$ cat src/rtl/serial_sub_ctrl.sv
// rtl/serial_sub_ctrl.sv - bit-serial subtraction sequencer around one full-subtractor cell
// Processes WIDTH bits LSB first, one bit per clock, with valid/ready handshakes on both sides.
module serial_sub_ctrl #(
   parameter int WIDTH = 8
) (
   input  logic             clk,
   input  logic             rst_n,
   input  logic             in_valid,
   output logic             in_ready,
   input  logic [WIDTH-1:0] a,
   input  logic [WIDTH-1:0] b,
   input  logic             bin,
   input  logic             abort,
   output logic             busy,
   output logic             out_valid,
   input  logic             out_ready,
   output logic [WIDTH-1:0] diff,
   output logic             bout
);

   localparam int CW = (WIDTH > 1) ? $clog2(WIDTH) : 1;
   localparam logic [CW-1:0] LAST_BIT = CW'(WIDTH - 1);

   typedef enum logic [1:0] {
      IDLE = 2'd0,
      RUN  = 2'd1,
      DONE = 2'd2
   } state_t;

   state_t           state_q, state_d;
   logic [WIDTH-1:0] a_sr_q, a_sr_d;
   logic [WIDTH-1:0] b_sr_q, b_sr_d;
   logic [WIDTH-1:0] res_q, res_d;
   logic             borrow_q, borrow_d;
   logic             bout_q, bout_d;
   logic [CW-1:0]    cnt_q, cnt_d;

   logic cell_d;
   logic cell_co;

   assign cell_d  = a_sr_q[0] ^ b_sr_q[0] ^ borrow_q;
   assign cell_co = (~a_sr_q[0] & b_sr_q[0]) | (~a_sr_q[0] & borrow_q) | (b_sr_q[0] & borrow_q);

   always_comb begin
      state_d  = state_q;
      a_sr_d   = a_sr_q;
      b_sr_d   = b_sr_q;
      res_d    = res_q;
      borrow_d = borrow_q;
      bout_d   = bout_q;
      cnt_d    = cnt_q;
      unique case (state_q)
         IDLE: begin
            // abort wins over acceptance in the same cycle
            if (in_valid && !abort) begin
               a_sr_d   = a;
               b_sr_d   = b;
               borrow_d = bin;
               cnt_d    = '0;
               state_d  = RUN;
            end
         end
         RUN: begin
            if (abort) begin
               state_d = IDLE;
            end else begin
               res_d    = {cell_d, res_q[WIDTH-1:1]};
               borrow_d = cell_co;
               a_sr_d   = a_sr_q >> 1;
               b_sr_d   = b_sr_q >> 1;
               if (cnt_q == LAST_BIT) begin
                  bout_d  = cell_co;
                  state_d = DONE;
               end else begin
                  cnt_d = cnt_q + CW'(1);
               end
            end
         end
         DONE: begin
            if (abort || out_ready) begin
               state_d = IDLE;
            end
         end
         default: state_d = IDLE;
      endcase
   end

   always_ff @(posedge clk or negedge rst_n) begin
      if (!rst_n) begin
         state_q  <= IDLE;
         a_sr_q   <= '0;
         b_sr_q   <= '0;
         res_q    <= '0;
         borrow_q <= 1'b0;
         bout_q   <= 1'b0;
         cnt_q    <= '0;
      end else begin
         state_q  <= state_d;
         a_sr_q   <= a_sr_d;
         b_sr_q   <= b_sr_d;
         res_q    <= res_d;
         borrow_q <= borrow_d;
         bout_q   <= bout_d;
         cnt_q    <= cnt_d;
      end
   end

   assign in_ready  = (state_q == IDLE);
   assign busy      = (state_q == RUN);
   assign out_valid = (state_q == DONE);
   assign diff      = res_q;
   assign bout      = bout_q;

endmodule

$ cat config.mk
export PLATFORM = sky130hd
export DESIGN_NAME = serial_sub_ctrl
export DESIGN_NICKNAME = d
export VERILOG_FILES = /design/src/rtl/serial_sub_ctrl.sv
export SDC_FILE = /design/constraint.sdc
export NUM_CORES = 1
export LEC_CHECK = 0
export ABC_AREA = 1
export BUFFER_PORTS_ARGS = -buffer_cell sky130_fd_sc_hd__buf_2
export CORE_MARGIN = 1
export CORE_UTILIZATION = 40
export CTS_CLUSTER_DIAMETER = 200
export CTS_CLUSTER_SIZE = 25
export DETAILED_ROUTE_END_ITERATION = 12
export PLACE_DENSITY = 0.67
export SYNTH_ARGS = -nofsm -noshare
export SYNTH_HDL_FRONTEND = slang
export SYNTH_SLANG_ARGS = --single-unit
$ cat constraint.sdc
create_clock -name clk -period 1.4 [get_ports clk]
set_input_delay 0.28 -clock clk [delete_from_list [all_inputs] [get_ports clk]]
set_output_delay 0.28 -clock clk [all_outputs]
set_load 0.02 [all_outputs]
==> flow_metrics.py <==
metrics = {
    "logic_synthesis": {
        "yosysTopAreaCellShare": 0.478,
        "syn-num-nets": 222,
        "yosysSeqAreaShare": 0.478,
        "yosysTopAreaCell": "dfrtp_1",
        "ys_types": 22,
        "synth_edf_count": 0,
        "synth_ff_type": "dfrtp_1",
        "synth_seq_cells": 31,
        "synth_common_cells": "74 x nand2_1, 37 x nand3_1, 31 x dfrtp_1, 10 x nand2_2, 9 x inv_1",
        "synth_most_common_cell": "nand2_1",
        "postSynthAreaPerCell_um2": 8.24,
        "netlist_instances": 197,
        "synth_warnings": 0,
        "syn_area_um2": 1620,
        "netlist_top_cells_area": "dfrtp_1 48%, nand2_1 17%, nand3_1 11%",
        "async_reset_ff_frac": 1.00,
    },
    "timing": {
        "slew_headroom": 0.738,
        "tightest_slew_ns": 0.393,
        "period_share": 0.981,
        "finalSetupViolCount": 0,
        "rsz0062_at_grt": "false",
        "setup_tns_ns": 0,
        "fin_crit_ns": 1.37,
        "final_hold_viol_count": 0,
        "finClkSkew_ns": 0.00442,
        "slew_viol_final": 0,
        "fmax_ghz": 0.728,
    },
    "clocking": {
        "clock-sinks": 31,
        "clk_latency_ns": 0.29,
        "cts_tree": "yes",
        "h-tree-depth": 2,
        "clk_path_buf_depth": 2,
        "clockRootBuffer": "clkbuf_8",
        "clk_pin_slew_worst_paths_ns": 0.06,
        "cts_inserted_buffers": 5,
    },
    "critical_path": {
        "crit_family": "flip-flops",
        "worstSetupPathType": "register to primary output",
        "startpoint": "state_q[1]",
        "worst_path_max_delay_cell": "dfrtp_2",
        "crit_required_ns": 1.12,
        "endpoint": "in_ready",
        "crit_buf_inv": 1,
        "reg2reg_from": "cnt_q[0]",
        "worstPathArrival_ns": 1.09,
        "cp-end-kind": "primary output",
        "r2r-end": "cnt_q[2]",
        "cp_max_fo": 3,
        "slowest_delay_ns": 0.49,
        "regToRegSetupSlack_ns": 0.10,
        "crit_cells": 2,
        "worstPathCellList": "nor2_4 -> buf_4",
        "start_kind": "register",
        "reg2reg_depth": 7,
    },
    "route": {
        "drc": 0,
        "finalWirelength_mm": 3.37,
        "dr.first_iter.drc_count": 47,
        "drtAntennaViolNets": 0,
        "wire_per_inst_um": 11.8,
        "first_pass_iters": 6,
        "vias": 1377,
        "vias_per_cell": 4.83,
    },
    "grt": {
        "overflow": 0,
        "antenna_found_initial": 0,
        "grt_util_all_layers": 0.178,
        "grt_pass1_vias": 1248,
        "grt_pass1_wl_mm": 5.63,
        "grt_start_max_net_pins": 32,
    },
    "floorplan": {
        "dieArea_um2": 4320,
        "die_h_um": 65.7,
        "row_count": 22,
        "core_area_um2": 3770,
        "ioPinCount": 34,
        "fp.dieW_um": 65.7,
        "start_util": 0.431,
    },
    "placement": {
        "gp_congestion": 0.783,
        "port_buffers": 33,
        "dp.final_hpwl_mm": 2.23,
        "dp_cells": 276,
    },
    "job": {
        "maxCapViolations": 0,
    },
    "final_layout": {
        "multi_input_area_um2": 741,
        "drive_gt1_frac": 0.308,
        "final_util": 0.519,
        "instances_no_fill": 285,
        "fillCellCount": 366,
        "antenna_cells": 0,
        "final_net_count": 262,
        "areaGrowthSynthToFinish_pct": 20.6,
        "seqCellArea_um2": 778,
    },
    "power": {
        "power_density_nw_per_um2": 1460,
        "p_leak_nw": 1.09,
        "total_power_mw": 2.86,
        "irDropWorstVdd_mv": 0.710,
    },
    "hold_path": {
        "holdCritPathClass": "input port to async pin",
    },
    "status": {
        "outcome": "finished, final reports clean",
    },
}
-- cells in the final DEF (no fill, tap or decap) --
master | Yosys | layout
buf_2 | 1 | 30
buf_4 | 4 | 10
buf_6 | 2 | 2
clkbuf_8 | 0 | 6
clkinv_2 | 0 | 1
dfrtp_1 | 31 | 29
dfrtp_2 | 0 | 2
fa_1 | 1 | 1
ha_1 | 2 | 2
inv_1 | 9 | 9
inv_2 | 1 | 1
inv_4 | 1 | 1
nand2_1 | 74 | 73
nand2_2 | 10 | 11
nand2_4 | 4 | 4
nand3_1 | 37 | 37
nand3b_1 | 1 | 1
nor2_1 | 6 | 4
nor2_2 | 1 | 1
nor2_4 | 1 | 3
nor2_8 | 1 | 1
o21ai_0 | 6 | 6
o21ai_1 | 2 | 2
-- layout make-up --
class,instances,share of cell area
Clock buffer,6,0.0422
Clock inverter,1,0.00256
Inverter,11,0.0224
Multi-Input combinational cell,146,0.378
Sequential cell,31,0.397
Tap cell,48,0.0307
Timing Repair Buffer,42,0.127
-- stage by stage --
step | setup slack, ns | area [um2] | hold WS [ns]
final | 0.0263 | 1960 | 0.00101
after global placement | 0.0722 | 1820 | 0.322
after detailed placement | 0.0541 | 1820 | 0.321
after floorplan | 0.108 | 1620 | -0.0156
after CTS | 0.00612 | 1930 | 0.0149
after global routing | 0.00333 | 1960 | 0.0426
-- kinds of logic after synthesis --
logic type,count (synthesis),synth area share
buffers and inverters,20,0.0770
AND/OR/NAND/NOR,135,0.393
adder cells (fa/ha/maj),3,0.0277
flip-flops,31,0.478
AO/OA/AOI/OAI,8,0.0247
-- routing by layer --
metal | track usage | share of wire | up-vias
li1 | - | - | 702
met1 | 0.215 | 0.46 | 640
met2 | 0.290 | 0.48 | 27
met3 | 0.0469 | 0.038 | 8
met4 | 0.0897 | 0.020 | 0
met5 | 0 | 0 | -
-- power breakdown --
group	leakage, nW	switching [mW]	total [mW]	internal [mW]
registers	0.397	0.150	1.30	1.15
clock network	0.0470	0.332	0.717	0.385
logic	0.646	0.520	0.850	0.330
-- worst min path at each step --
stage                      endpoint  slack [ns]  depth (start not counted)
final                       diff[4]       0.001                          2
after detailed placement    diff[4]        0.32                          2
after global routing        diff[5]        0.04                          2
after CTS                   diff[4]        0.01                          2
after global placement      diff[6]        0.32                          2
after floorplan           a_sr_q[0]       -0.02                          0
-- registers in the layout, indices dropped and copies added, names as in the netlist --
name	flops
state_q	2
a_sr_q	8
borrow_q	1
bout	1
b_sr_q	8
cnt_q	3
diff	8
-- repair_timing --
action                                  CTS  global route
gates resized for setup                   7             5
hold buffers                              0             0
endpoints found under the setup margin    3             6
setup buffers                             1             1
pin swaps                                 1             3
Note: power is estimated with default switching activity, not from simulation.
